==> src/rtl/lcd_pkg.sv <==
// Shared definitions for the LCD command scheduler: command codes, FSM states
// and the default pixel address width.
package lcd_pkg;

    localparam int CMD_W  = 3;
    localparam int AW_DEF = 6;

    localparam logic [CMD_W-1:0] CMD_WRITE = 3'd0;
    localparam logic [CMD_W-1:0] CMD_UP    = 3'd1;
    localparam logic [CMD_W-1:0] CMD_DOWN  = 3'd2;
    localparam logic [CMD_W-1:0] CMD_LEFT  = 3'd3;
    localparam logic [CMD_W-1:0] CMD_RIGHT = 3'd4;
    localparam logic [CMD_W-1:0] CMD_AVG   = 3'd5;
    localparam logic [CMD_W-1:0] CMD_MIRX  = 3'd6;
    localparam logic [CMD_W-1:0] CMD_MIRY  = 3'd7;

    typedef enum logic [2:0] {
        LOAD,
        DRAIN,
        RUN,
        ISSUE,
        WRITE,
        DONE
    } state_t;

    // Every code other than the write-back is forwarded to the datapath.
    function automatic logic is_op_cmd(input logic [CMD_W-1:0] cmd);
        return cmd != CMD_WRITE;
    endfunction

endpackage

==> src/rtl/lcd_cmd_sched_if.sv <==
// Host command and datapath command handshakes of the LCD scheduler.
// master = host/datapath side, slave = scheduler side.
interface lcd_cmd_sched_if;
    import lcd_pkg::*;

    logic [CMD_W-1:0] host_cmd;
    logic             host_valid;
    logic             host_ready;
    logic [CMD_W-1:0] dp_cmd;
    logic             dp_cmd_valid;
    logic             dp_busy;

    modport master (
        output host_cmd, host_valid, dp_busy,
        input  host_ready, dp_cmd, dp_cmd_valid
    );

    modport slave (
        input  host_cmd, host_valid, dp_busy,
        output host_ready, dp_cmd, dp_cmd_valid
    );

endinterface

==> src/rtl/lcd_cmd_fifo.sv <==
// Small synchronous command FIFO with occupancy count; pointers wrap modulo
// DEPTH (power of two), async active-low reset empties it.
module lcd_cmd_fifo #(
    parameter int DEPTH = 4,
    parameter int W     = 3
) (
    input  logic                     clk,
    input  logic                     rst_n,
    input  logic                     push,
    input  logic [W-1:0]             din,
    input  logic                     pop,
    output logic [W-1:0]             dout,
    output logic [$clog2(DEPTH):0]   count,
    output logic                     full,
    output logic                     empty
);

    localparam int PW = $clog2(DEPTH);
    localparam int CW = PW + 1;

    logic [W-1:0]  mem_q [DEPTH];
    logic [PW-1:0] wr_ptr_q, wr_ptr_d;
    logic [PW-1:0] rd_ptr_q, rd_ptr_d;
    logic [CW-1:0] count_q, count_d;
    logic          do_push, do_pop;

    assign full    = (count_q == CW'(DEPTH));
    assign empty   = (count_q == '0);
    assign do_push = push && !full;
    assign do_pop  = pop && !empty;
    assign dout    = mem_q[rd_ptr_q];
    assign count   = count_q;

    always_comb begin
        wr_ptr_d = wr_ptr_q;
        rd_ptr_d = rd_ptr_q;
        count_d  = count_q;
        if (do_push) wr_ptr_d = wr_ptr_q + 1'b1;
        if (do_pop)  rd_ptr_d = rd_ptr_q + 1'b1;
        case ({do_push, do_pop})
            2'b10:   count_d = count_q + 1'b1;
            2'b01:   count_d = count_q - 1'b1;
            default: count_d = count_q;
        endcase
    end

    always_ff @(posedge clk or negedge rst_n) begin
        if (!rst_n) begin
            wr_ptr_q <= '0;
            rd_ptr_q <= '0;
            count_q  <= '0;
        end else begin
            wr_ptr_q <= wr_ptr_d;
            rd_ptr_q <= rd_ptr_d;
            count_q  <= count_d;
        end
    end

    // Storage needs no reset: an empty count makes its contents irrelevant.
    always_ff @(posedge clk) begin
        if (do_push) mem_q[wr_ptr_q] <= din;
    end

endmodule

==> src/rtl/lcd_cmd_sched.sv <==
// Start-up IROM load sequencer plus host command scheduler for the 8x8 image
// datapath: op commands go out over valid/busy, command 0 runs IRB write-back.
module lcd_cmd_sched import lcd_pkg::*; #(
    parameter int DEPTH = 4,
    parameter int AW    = AW_DEF
) (
    input  logic                   clk,
    input  logic                   reset,
    lcd_cmd_sched_if.slave         bus,
    output logic                   IROM_EN,
    output logic [AW-1:0]          IROM_A,
    output logic                   load_en,
    output logic [AW-1:0]          load_a,
    output logic                   IRB_RW,
    output logic [AW-1:0]          IRB_A,
    output logic [$clog2(DEPTH):0] q_count,
    output logic                   busy,
    output logic                   done
);

    localparam logic [AW-1:0] ADDR_LAST = {AW{1'b1}};

    state_t           state_q, state_d;
    logic [AW-1:0]    irom_a_q, irom_a_d;
    logic [AW-1:0]    irb_a_q, irb_a_d;
    logic             load_en_q, load_en_d;
    logic [AW-1:0]    load_a_q, load_a_d;
    logic [CMD_W-1:0] dp_cmd_q, dp_cmd_d;

    logic             fifo_pop;
    logic [CMD_W-1:0] fifo_head;
    logic             fifo_full;
    logic             fifo_empty;

    lcd_cmd_fifo #(
        .DEPTH (DEPTH),
        .W     (CMD_W)
    ) u_fifo (
        .clk   (clk),
        .rst_n (reset),
        .push  (bus.host_valid),
        .din   (bus.host_cmd),
        .pop   (fifo_pop),
        .dout  (fifo_head),
        .count (q_count),
        .full  (fifo_full),
        .empty (fifo_empty)
    );

    always_comb begin
        state_d   = state_q;
        irom_a_d  = irom_a_q;
        irb_a_d   = irb_a_q;
        dp_cmd_d  = dp_cmd_q;
        fifo_pop  = 1'b0;
        load_en_d = (state_q == LOAD);
        load_a_d  = irom_a_q;

        case (state_q)
            LOAD: begin
                irom_a_d = irom_a_q + 1'b1;
                if (irom_a_q == ADDR_LAST) state_d = DRAIN;
            end
            // One idle cycle lets the last ROM word land in the buffer.
            DRAIN: state_d = RUN;
            RUN: begin
                if (!fifo_empty) begin
                    fifo_pop = 1'b1;
                    if (is_op_cmd(fifo_head)) begin
                        dp_cmd_d = fifo_head;
                        state_d  = ISSUE;
                    end else begin
                        irb_a_d = '0;
                        state_d = WRITE;
                    end
                end
            end
            ISSUE: begin
                if (!bus.dp_busy) state_d = RUN;
            end
            WRITE: begin
                irb_a_d = irb_a_q + 1'b1;
                if (irb_a_q == ADDR_LAST) state_d = DONE;
            end
            DONE:    state_d = RUN;
            default: state_d = LOAD;
        endcase
    end

    always_ff @(posedge clk or negedge reset) begin
        if (!reset) begin
            state_q   <= LOAD;
            irom_a_q  <= '0;
            irb_a_q   <= '0;
            load_en_q <= 1'b0;
            load_a_q  <= '0;
            dp_cmd_q  <= '0;
        end else begin
            state_q   <= state_d;
            irom_a_q  <= irom_a_d;
            irb_a_q   <= irb_a_d;
            load_en_q <= load_en_d;
            load_a_q  <= load_a_d;
            dp_cmd_q  <= dp_cmd_d;
        end
    end

    // Reset is folded in so the ROM stays disabled while reset is held in LOAD.
    assign IROM_EN          = !reset || (state_q != LOAD);
    assign IROM_A           = irom_a_q;
    assign load_en          = load_en_q;
    assign load_a           = load_a_q;
    assign IRB_RW           = (state_q != WRITE);
    assign IRB_A            = irb_a_q;
    assign busy             = (state_q != RUN);
    assign done             = (state_q == DONE);
    assign bus.dp_cmd       = dp_cmd_q;
    assign bus.dp_cmd_valid = (state_q == ISSUE);
    assign bus.host_ready   = reset && !fifo_full;

endmodule
==> src/flat_wrapper.sv <==
// flat-port wrapper written by rule: the top's interface ports become plain ports
module lcd_cmd_sched_flat import lcd_pkg::*;
#(
    parameter int DEPTH = 4,
    parameter int AW    = AW_DEF
)
  (clk, reset, IROM_EN, IROM_A, load_en, load_a, IRB_RW, IRB_A, q_count, busy, done, bus_host_cmd, bus_host_valid, bus_dp_busy, bus_host_ready, bus_dp_cmd, bus_dp_cmd_valid);
  lcd_cmd_sched_if bus_i ();
  input  logic clk;
  input  logic reset;
  output logic IROM_EN;
  output logic [AW-1:0] IROM_A;
  output logic load_en;
  output logic [AW-1:0] load_a;
  output logic IRB_RW;
  output logic [AW-1:0] IRB_A;
  output logic [$clog2(DEPTH):0] q_count;
  output logic busy;
  output logic done;
  input wire logic [$bits(bus_i.host_cmd)-1:0] bus_host_cmd;
  input wire logic [$bits(bus_i.host_valid)-1:0] bus_host_valid;
  input wire logic [$bits(bus_i.dp_busy)-1:0] bus_dp_busy;
  output wire logic [$bits(bus_i.host_ready)-1:0] bus_host_ready;
  output wire logic [$bits(bus_i.dp_cmd)-1:0] bus_dp_cmd;
  output wire logic [$bits(bus_i.dp_cmd_valid)-1:0] bus_dp_cmd_valid;
  assign bus_i.host_cmd = bus_host_cmd;
  assign bus_i.host_valid = bus_host_valid;
  assign bus_i.dp_busy = bus_dp_busy;
  assign bus_host_ready = bus_i.host_ready;
  assign bus_dp_cmd = bus_i.dp_cmd;
  assign bus_dp_cmd_valid = bus_i.dp_cmd_valid;
  lcd_cmd_sched #(.DEPTH(DEPTH), .AW(AW)) u_core (.clk(clk), .reset(reset), .bus(bus_i), .IROM_EN(IROM_EN), .IROM_A(IROM_A), .load_en(load_en), .load_a(load_a), .IRB_RW(IRB_RW), .IRB_A(IRB_A), .q_count(q_count), .busy(busy), .done(done));
endmodule
==> config.mk <==
export PLATFORM = sky130hd
export DESIGN_NAME = lcd_cmd_sched_flat
export DESIGN_NICKNAME = d
export VERILOG_FILES = /design/src/rtl/lcd_pkg.sv /design/src/rtl/lcd_cmd_sched_if.sv /design/src/rtl/lcd_cmd_fifo.sv /design/src/rtl/lcd_cmd_sched.sv /design/src/flat_wrapper.sv
export SDC_FILE = /design/constraint.sdc
export NUM_CORES = 1
export LEC_CHECK = 0
export CORE_UTILIZATION = 51
export CTS_CLUSTER_DIAMETER = 120
export DETAILED_ROUTE_END_ITERATION = 6
export PLACE_DENSITY_LB_ADDON = 0.12
export REMOVE_ABC_BUFFERS = 1
export SLEW_MARGIN = 20
export SYNTH_ARGS = -nofsm -noshare
export SYNTH_HDL_FRONTEND = slang
export SYNTH_SLANG_ARGS = --single-unit
==> constraint.sdc <==
create_clock -name clk -period 2.9 [get_ports clk]
set_clock_uncertainty 0.15 [all_clocks]
set_input_delay 0.58 -clock clk [delete_from_list [all_inputs] [get_ports clk]]
set_output_delay 0.58 -clock clk [all_outputs]
set_load 0.03 [all_outputs]
After elaboration in Yosys (flattened, before gate mapping)
Memories as Yosys holds them, arrays and structs flattened.
Index checks and enable logic that the tools add are counted.
{ "op_classes": {"n_addsub": 6, "n_mul": 0, "n_div": 0, "n_lt_le_gt_ge": 0, "n_eq_ne": 17, "n_shift": 0, "muxes": 14, "bitwise_logic": 1, "reduce_logical": 17} }
{ "op_table": {"columns": ["op", "count"], "rows": [
  ["$mux 3", 5],
  ["$pmux 3 s5", 1],
  ["$add 6x1->6 const B", 2],
  ["$eq 6x6->1 const B", 2],
  ["$mux 6", 2],
  ["$pmux 6 s2", 1],
  ["$eq 3x3->1 const B", 3],
  ["$ne 2x2->1 const B", 4],
  ["$eq 3x2->1 const B", 2],
  ["$logic_not 3->1", 2],
  ["$pmux 3 s2", 1],
  ["$reduce_and 3->1", 2],
  ["$reduce_bool 3->1", 2],
  ["$add 2x1->2 const B", 2],
  ["$mux 1", 4],
  ["$reduce_and 4->1", 1],
  ["$reduce_bool 2->1", 2],
  ["$add 3x1->3 const B", 1],
  ["$eq 3x1->1 const B", 1],
  ["$logic_and 1x1->1", 3],
  ["$logic_not 1->1", 3],
  ["$ne 3x2->1 const B", 1],
  ["$ne 3x3->1 const B", 1],
  ["$sub 3x1->3 const B", 1],
  ["other kinds (6)", 6]
]} }
{ "totals": {"regBits": 32, "latchBits": 0, "mem_bits_rw": 12, "romBits": 0, "input_bits": 7, "out_inout_bits": 31, "mem_count": 1} }
{ "mem_list": {"columns": ["name", "words", "width", "read_ports", "rd_ports_with_merged_regs", "write_ports", "line_no", "text"], "rows": [
  ["u_core.u_fifo.mem_q", 4, 3, 1, 0, 1, "lcd_cmd_fifo.sv:21", "logic [W-1:0] mem_q [DEPTH];"]
]} }

Logic depth before layout (Yosys ltp)
Gate-level depths: netlist (run 1).
{ "logic_depth": {"word_depth": 6, "mapped_depth": 10, "ltp_nobuf": 9} }

Cells and area by module
From an unflattened synthesis (run 1), not the netlist that was laid out.
{ "unflattened": {"hier_cells": 147, "hier_area_um2": 1984.4} }
{ "modules_own_cells": {"columns": ["mod", "instances", "cells_each", "area_each_um2", "seq_area_each_um2"], "rows": [
  ["lcd_cmd_sched", 1, 93, 1111.1, 625.6],
  ["lcd_cmd_fifo", 1, 54, 873.3, 535.5]
]} }

Worst setup path before layout (run 1)
Ideal clock, no wire load.
{ "synth_timing": {"kind": "register to register", "start": "register u_core.state_q[0]", "end": "register u_core.u_fifo.count_q[2], in the netlist u_core.u_fifo.count[2]", "setup_time_ns": 0.081, "t_arrival_ns": 2.242, "t_required_ns": 2.669, "setup_slack_ns": 0.428, "path_stages_with_launch": 11, "synth_period_minus_slack_ns": 2.472, "path_cell_list": "dfrtp_1 > clkbuf_1 > or3b_4 > nand2b_4 > inv_2 > ha_1 > inv_1 > fa_1 > xor2_1 > nor2_1 > xor2_1"} }
{ "synth_via": {"elab_chain_len": 5, "word_cells_on_any_way": 7} }
{ "synth_rtl": {"columns": ["element", "line_no", "text"], "rows": [
  ["start, declared", "lcd_cmd_sched.sv:23", "state_t state_q, state_d;"],
  ["start signal, assigned", "lcd_cmd_sched.sv:99", "state_q <= state_d;"],
  ["$eq 3x2->1 *", "lcd_cmd_sched.sv:59", "case (state_q)"],
  ["$mux 1 *", "lcd_cmd_sched.sv:59", null],
  ["$logic_and 1x1->1 *", "lcd_cmd_fifo.sv:30", "assign do_pop = pop && !empty;"],
  ["named net u_core.u_fifo.do_pop", "lcd_cmd_fifo.sv:25", "logic do_push, do_pop;"],
  ["$eq 2x1->1 or $eq 2x2->1 (tied branches)", "lcd_cmd_fifo.sv:40", "case ({do_push, do_pop})"],
  ["$pmux 3 s2 or $reduce_bool 2->1 (tied branches)", null, null],
  ["end signal, assigned", "lcd_cmd_fifo.sv:55", "count_q <= count_d;"],
  ["end, declared", "lcd_cmd_fifo.sv:24", "logic [CW-1:0] count_q, count_d;"]
]} }
Mark *: on every way through the listed nets, which the timed path passes. The rest lies on a longest branch.
A chain may end at the register's enable or synchronous reset.

Final worst setup path (run 1)
{ "layout_timing": {"start": "register u_core.state_q[0]", "end": "output port IRB_RW"} }
{ "layout_via": {"elab_chain_len": 1} }
{ "layout_rtl": {"columns": ["element", "line_no", "text"], "rows": [
  ["$ne 3x3->1", "lcd_cmd_sched.sv:113", "assign IRB_RW = (state_q != WRITE);"],
  ["end, declared", "flat_wrapper.sv:15", "output logic IRB_RW;"]
]} }
No other way between the ends.

==> results of run 1 <==
==> cell type report <==
class                   count  area (µm²)  share of cell area (%)
inverters                   9       33.78                   1.378
clock inverters             2       10.01                  0.4084
repair buffers             40       390.4                   15.93
multi-input cells          87       715.7                   29.20
flip-flops and latches     44        1161                   47.37
clock buffers               6       82.58                   3.369
well taps                  46       57.56                   2.348
==> per-stage QoR <==
stage,total power (W),setup slack (ns)
5_1_grt,0.002852,0.03460
3_5_place_dp,0.002314,0.3451
4_1_cts,0.002715,0.1659
3_3_place_gp,0.002255,0.3470
6_report,0.002693,0.1611
2_1_floorplan,0.001854,0.4548
==> Yosys cell counts (all sizes together), types with 3 or more instances <==
cell type   n  area [µm²]
dfrtp      32       800.8
nor2       10       45.04
nand4       4       25.02
xor2        8       70.07
ha          7       87.58
a22o        3       26.28
inv         9       33.78
edfxtp     12       360.4
mux4        3       67.56
o21ai       4       31.28
xnor2       7       61.31
and2        4       25.02
nand2      12       47.55
==> logic make-up (layout without fill, tap and decap cells) <==
logic type / after synthesis / after routing / synth area share, %
DFF: 44 / 44 / 60.18
and+or+nand+nor: 44 / 44 / 13.68
xor gates and xnor gates: 15 / 15 / 6.810
AOI/OAI and AO/OA: 14 / 14 / 5.707
buffers and inverters: 12 / 57 / 2.724
adders and majority gates: 8 / 8 / 5.577
muxes: 6 / 6 / 5.317
==> power by group <==
| group | total (W) | switching, W | internal (W) |
|---|---|---|---|
| clock | 0.000386 | 0.000196 | 0.000190 |
| sequential | 0.00104 | 0.000198 | 0.000839 |
| combinational | 0.00127 | 0.000690 | 0.000581 |
| total | 0.00269 | 0.00108 | 0.00161 |
==> layer usage <==
layer / part of all wire (%) / global-route usage (%)
met1: 46 / 25.45
met2: 49 / 30.85
met3: 4.4 / 7.246
met4: 1.0 / 6.818
met5: 0 / 0
==> final timing paths <==
path	to	slack, ns	cells past startpoint	startpoint
worst min-delay path	u_core.load_a[1]	0.30	0	u_core.IROM_A[1]
max in group asynchronous	u_core.IRB_A[1]	1.65	2	reset
worst max register to register	u_core.u_fifo.count[2]	0.28	9	u_core.state_q[1]
min in group asynchronous	u_core.state_q[1]	0.66	2	reset
worst min register to register	u_core.load_a[1]	0.30	0	u_core.IROM_A[1]
worst max-delay path	IRB_RW	0.16	3	u_core.state_q[0]
==> sequential cells by signal (all words and copies together) (netlist names) <==
name                    flops
u_core.bus.dp_cmd           3
u_core.u_fifo.count         3
u_core.IRB_A                6
u_core.load_en              1
u_core.state_q              3
u_core.u_fifo.mem_q        12
u_core.u_fifo.wr_ptr_q      2
u_core.u_fifo.rd_ptr_q      2
u_core.IROM_A               6
u_core.load_a               6
==> worst reg2reg max path, delay by kind of cell, from the launching register on <==
family        cells  cell delay [ns]
simple gates      3             0.73
fa+ha+maj         2             0.59
flops             1             0.55
xor+xnor          2             0.31
buf+inv           2             0.21
==> key figures, run 1 <==
Clock network
  • Setup bufs post-CTS: 0
  • Num CTS Buffers: 5
  • H-tree depth: 2
  • CTS max path bufs: 2
  • Clk pin slew, worst setup/hold paths: around 0.080 ns
  • Clk_lat worst skew: 0.29 ns
  • CTS Sinks: between 40 and 50
  • CTS tree: yes
  • Hold buffer count at cts: 0
  • Root Buffer: clkbuf_8
  • Resize count post-CTS: 0

Logic synthesis
  • Yosys warning count: 0
  • Mapped Cells: 143
  • Async SR Flop Fraction: 72.73%
  • Post-Syn Area: 1929 µm²
  • Mean Syn Cell Area: approximately 13 µm²
  • Top FF cell, synth: dfrtp_1
  • Seq/Total Area, Yosys: approximately 60%
  • Post-synth cell types: 42
  • #FFs+latches synth: 44
  • Post-synth EDFFs: 12

Global route
  • Initial antenna violation count: 0
  • Pin count of the biggest net entering global routing: 33
  • Number of global-route vias before repair: approximately 1,300
  • First-pass GRT wire length: 5.934 mm
  • Aggregate global routing overflow: 0
  • GRT Total Usage: between 10% and 20%

Cells and area
  • Antenna diode count: 0
  • Non-Filler Instances: around 230
  • Most common cell after layout, fill and taps aside: clkdlybuf4s50_1
  • Post-route cell area: between 2000 and 2500 µm²
  • Area grow syn2layout: 27.04%
  • Final nets: ~200
  • Share of cells above drive strength 1: ~14%
  • Fill cell count: 249
  • Layout Utilization: 70.67%
  • Commonest cells after routing, fill and taps aside: clkdlybuf4s50_1 (36), dfrtp_1 (32), edfxtp_1 (12)

Floorplanning
  • # IOs: 38
  • Initial core utilization: approximately 56%
  • Die Y: roughly 64 µm
  • Die X: 63.51 µm
  • Total die area: 4033 µm²
  • Core Area: 3468 µm²
  • Row cnt: 21

Power and ir drop
  • Leak: 1.051 nW
  • Pwr dens: 1099 nW/µm²
  • Worst vdd ir: around 720 µV

Placement
  • DP HPWL: approximately 2.6 mm
  • RePlAce Congestion: around 0.73
  • Number of cells after detailed placement: 226
  • IO buf count: 37
  • Post-DP Area: approximately 2400 µm²

Critical path
  • Critical Path Fanout Max: 9
  • Worst Path Buf+Inv: 2
  • Largest stage delay on the critical path: around 0.63 ns
  • Worst path cell trace: nor3b_2 -> inv_1 -> clkdlybuf4s50_1
  • Worst Setup Path Type: reg -> out
  • CP Data Required Time: between 2 and 2.5 ns
  • CP Capture Type: output port
  • Worst path slowest cell: clkdlybuf4s50_1
  • Nature of the critical path startpoint: register
  • Crit path max-delay family: buffers and inverters
  • Data arrival, critical path: roughly 2 ns

Drt
  • Final wirelength: around 3.5 mm
  • DRT Pass-1 Iters: 4
  • Via density: between 5 and 6
  • DR vias: about 1,200
  • Initial DRC Count: 47
  • ANT nets after route: 0
  • Routed length per instance: between 15 and 20 µm
  • DRC violations left: 0

Min path
  • Worst hold-check path type: reg -> reg

STA
  • Measured slew at the worst slew-check pin: 0.3983 ns
  • Final setup viols: 0
  • Slew Viols, Final: 0
  • RSZ-0062 raised after global routing: false
  • Final setup TNS: 0 ns
  • Final Hold Violating Endpoints: 0
  • Hold WS: ~0.3 ns
  • Max frequency: about 0.37 GHz
  • Slew headroom: 73.45%
  • Minimum clock period: around 2.7 ns
  • Tcrit/Tclk final: between 90% and 100%

Job
  • Max capacitance violation total: 0

Outcome
  • Outcome: finished clean
Power figures use the tool's default switching activity.
==> run 2: changes to the inputs <==
--- a/config.mk
+++ b/config.mk
@@ -9,7 +9,6 @@
 export CTS_CLUSTER_DIAMETER = 120
 export DETAILED_ROUTE_END_ITERATION = 6
 export PLACE_DENSITY_LB_ADDON = 0.12
-export REMOVE_ABC_BUFFERS = 1
 export SLEW_MARGIN = 20
 export SYNTH_ARGS = -nofsm -noshare
 export SYNTH_HDL_FRONTEND = slang
==> key figures, run 2 (synthesis gave the netlist of run 1 again) <==
STA
  • Minimum clock period: 2.748 ns
  • Max frequency: roughly 0.36 GHz
  • Hold WS: roughly 0.30 ns
  • Slew headroom: between 70 and 80%
  • Final setup viols: 0
  • RSZ-0062 raised after global routing: false
  • Setup WS post-layout: 0.1521 ns
  • Slew Viols, Final: 0
  • Tcrit/Tclk final: 94.76%
  • Final Hold Violating Endpoints: 0
  • Final setup TNS: 0 ns
  • Measured slew at the worst slew-check pin: slightly below 0.4 ns

Critical path
  • Critical Path Fanout Max: 8
  • Worst setup path end: IRB_RW
  • Data arrival, critical path: about 2 ns
  • CP Capture Type: output port
  • Nature of the critical path startpoint: register
  • Worst r2r path cells: 9
  • Worst Setup Path Type: reg -> out
  • CP Data Required Time: between 2 and 2.5 ns
  • R2R Setup Slk: between 0.3 and 0.4 ns
  • Crit. Startpoint: u_core.state_q[2]
  • FF-to-FF Start: u_core.state_q[1]
  • Worst R2R End: u_core.u_fifo.count[2]

Clock network
  • CTS max path bufs: 2
  • Root Buffer: clkbuf_8
  • Num CTS Buffers: 5
  • Clk pin slew, worst setup/hold paths: 0.08 ns
  • Resize count post-CTS: 0
  • Setup bufs post-CTS: 0
  • CTS Sinks: 44
  • CTS tree: yes
  • H-tree depth: 2
  • Hold buffer count at cts: 0
  • Clk_lat worst skew: between 0.2 and 0.3 ns

Cells and area
  • Area grow syn2layout: 27.82%
  • Most common cell after layout, fill and taps aside: clkdlybuf4s50_1
  • Antenna diode count: 0
  • Fill cell count: 263
  • Commonest cells after routing, fill and taps aside: clkdlybuf4s50_1 (36), dfrtp_1 (32), edfxtp_1 (12)
  • Post-route cell area: about 2500 µm²
  • Non-Filler Instances: between 200 and 250
  • Largest register FFs: 12
  • Final nets: 202
  • Share of cells above drive strength 1: between 10% and 20%
  • Biggest register: u_core.u_fifo.mem_q

Power and ir drop
  • Pwr dens: ~1100 nW/µm²
  • Combinational share of power: a little under half
  • Worst vdd ir: ~850 µV
  • P_int: around 0.0017 W
  • Sequential share of power: between 30% and 40%
  • Leak: approximately 1.1 nW
  • Clk network pwr share: 16.5%
  • Net load switching power: ~0.0011 W
  • Switching part of the total: 38.97%

Min path
  • Worst hold-check path type: reg -> reg
  • Hold_sp: u_core.IROM_A[5]

Floorplanning
  • Die X: 63.51 µm
  • Initial core utilization: between 50% and 60%
  • Total die area: 4033 µm²
  • Row cnt: 21
  • Die Y: roughly 64 µm
  • Core Area: between 3000 and 4000 µm²
  • # IOs: 38

Logic synthesis
  • Syn nets: 158

Drt
  • DRC violations left: 0
  • DR vias: 1,227
  • ANT nets after route: 0
  • Via density: between 5 and 6
  • Initial DRC Count: 46
  • Routed length per instance: about 14 µm
  • DRT Pass-1 Iters: 4
  • Final wirelength: around 3.3 mm

Placement
  • DP HPWL: between 2 and 2.5 mm
  • IO buf count: 37
  • Pre-CTS setup slack: about 0.33 ns
  • Number of cells after detailed placement: approximately 230
  • RePlAce Congestion: roughly 0.72
  • Post-DP Area: ~2400 µm²

Global route
  • Initial antenna violation count: 0
  • Aggregate global routing overflow: 0
  • Number of global-route vias before repair: roughly 1,200
  • GRT Total Usage: a little under a fifth
  • First-pass GRT wire length: about 5.5 mm
  • Pin count of the biggest net entering global routing: 33

Outcome
  • Outcome: finished clean

Job
  • Max capacitance violation total: 0
run 2: cell types whose count changed in the layout (fill, tap and decap cells not counted), sizes merged:
cell    before  now
bufinv       0    1
clkinv       2    1
run 2: power by group through the flow:
stage | registers, W | clock network [W] | logic, W
global route | 0.00106 | 0.000481 | 0.00136
detailed placement | 0.00104 | 0 | 0.00125
floorplan | 0.00120 | 0 | 0.000680
finish | 0.00103 | 0.000450 | 0.00125
CTS | 0.00103 | 0.000459 | 0.00127
global placement | 0.00104 | 0 | 0.00122
run 2: area by class of cell:
cell class | instances | area (µm²) | area share, %
Multi-Input combinational cell | 87 | 715.7 | 29.02
Sequential cell | 44 | 1161 | 47.08
Inverter | 9 | 33.78 | 1.370
Clock inverter | 2 | 35.03 | 1.421
Clock buffer | 6 | 72.57 | 2.943
Tap cell | 46 | 57.56 | 2.334
Timing Repair Buffer | 40 | 390.4 | 15.83
run 2: per-layer routing:
layer	up-vias	wire (µm)	GRT usage (%)
met1	604	1560	24.12
met5	-	0	0
li1	586	-	-
met2	32	1573	29.12
met4	0	51	6.818
met3	5	108	4.529
run 2: metrics by stage:
step	utilization (%)	total power, W
after global placement	68.00	0.002260
after floorplan	-	0.001877
after detailed placement	68.00	0.002295
after global routing	71.10	0.002901
after CTS	71.10	0.002759
final	71.10	0.002736
run 2: critical path: stages (launching register included):
cell,delay [ns]
dfrtp_1,0.50
nor3b_2,0.39
inv_1,0.20
clkdlybuf4s50_1,0.63
run 2: worst min-delay path by stage:
stage                     slack [ns]  cells past startpoint               end
after global routing            0.33                      0  u_core.load_a[1]
after global placement          0.28                      0  u_core.load_a[5]
after detailed placement        0.28                      0  u_core.load_a[5]
after floorplan                 0.13                      0   u_core.IRB_A[0]
final                           0.30                      0  u_core.load_a[5]
after CTS                       0.30                      0  u_core.load_a[5]
==> run 3: changes to the inputs <==
--- a/config.mk
+++ b/config.mk
@@ -9,7 +9,6 @@
 export CTS_CLUSTER_DIAMETER = 120
 export DETAILED_ROUTE_END_ITERATION = 6
 export PLACE_DENSITY_LB_ADDON = 0.12
-export SLEW_MARGIN = 20
 export SYNTH_ARGS = -nofsm -noshare
 export SYNTH_HDL_FRONTEND = slang
 export SYNTH_SLANG_ARGS = --single-unit
==> results of run 3 <==
No change in the layout: final DEF, timing and power equal those of run 2.
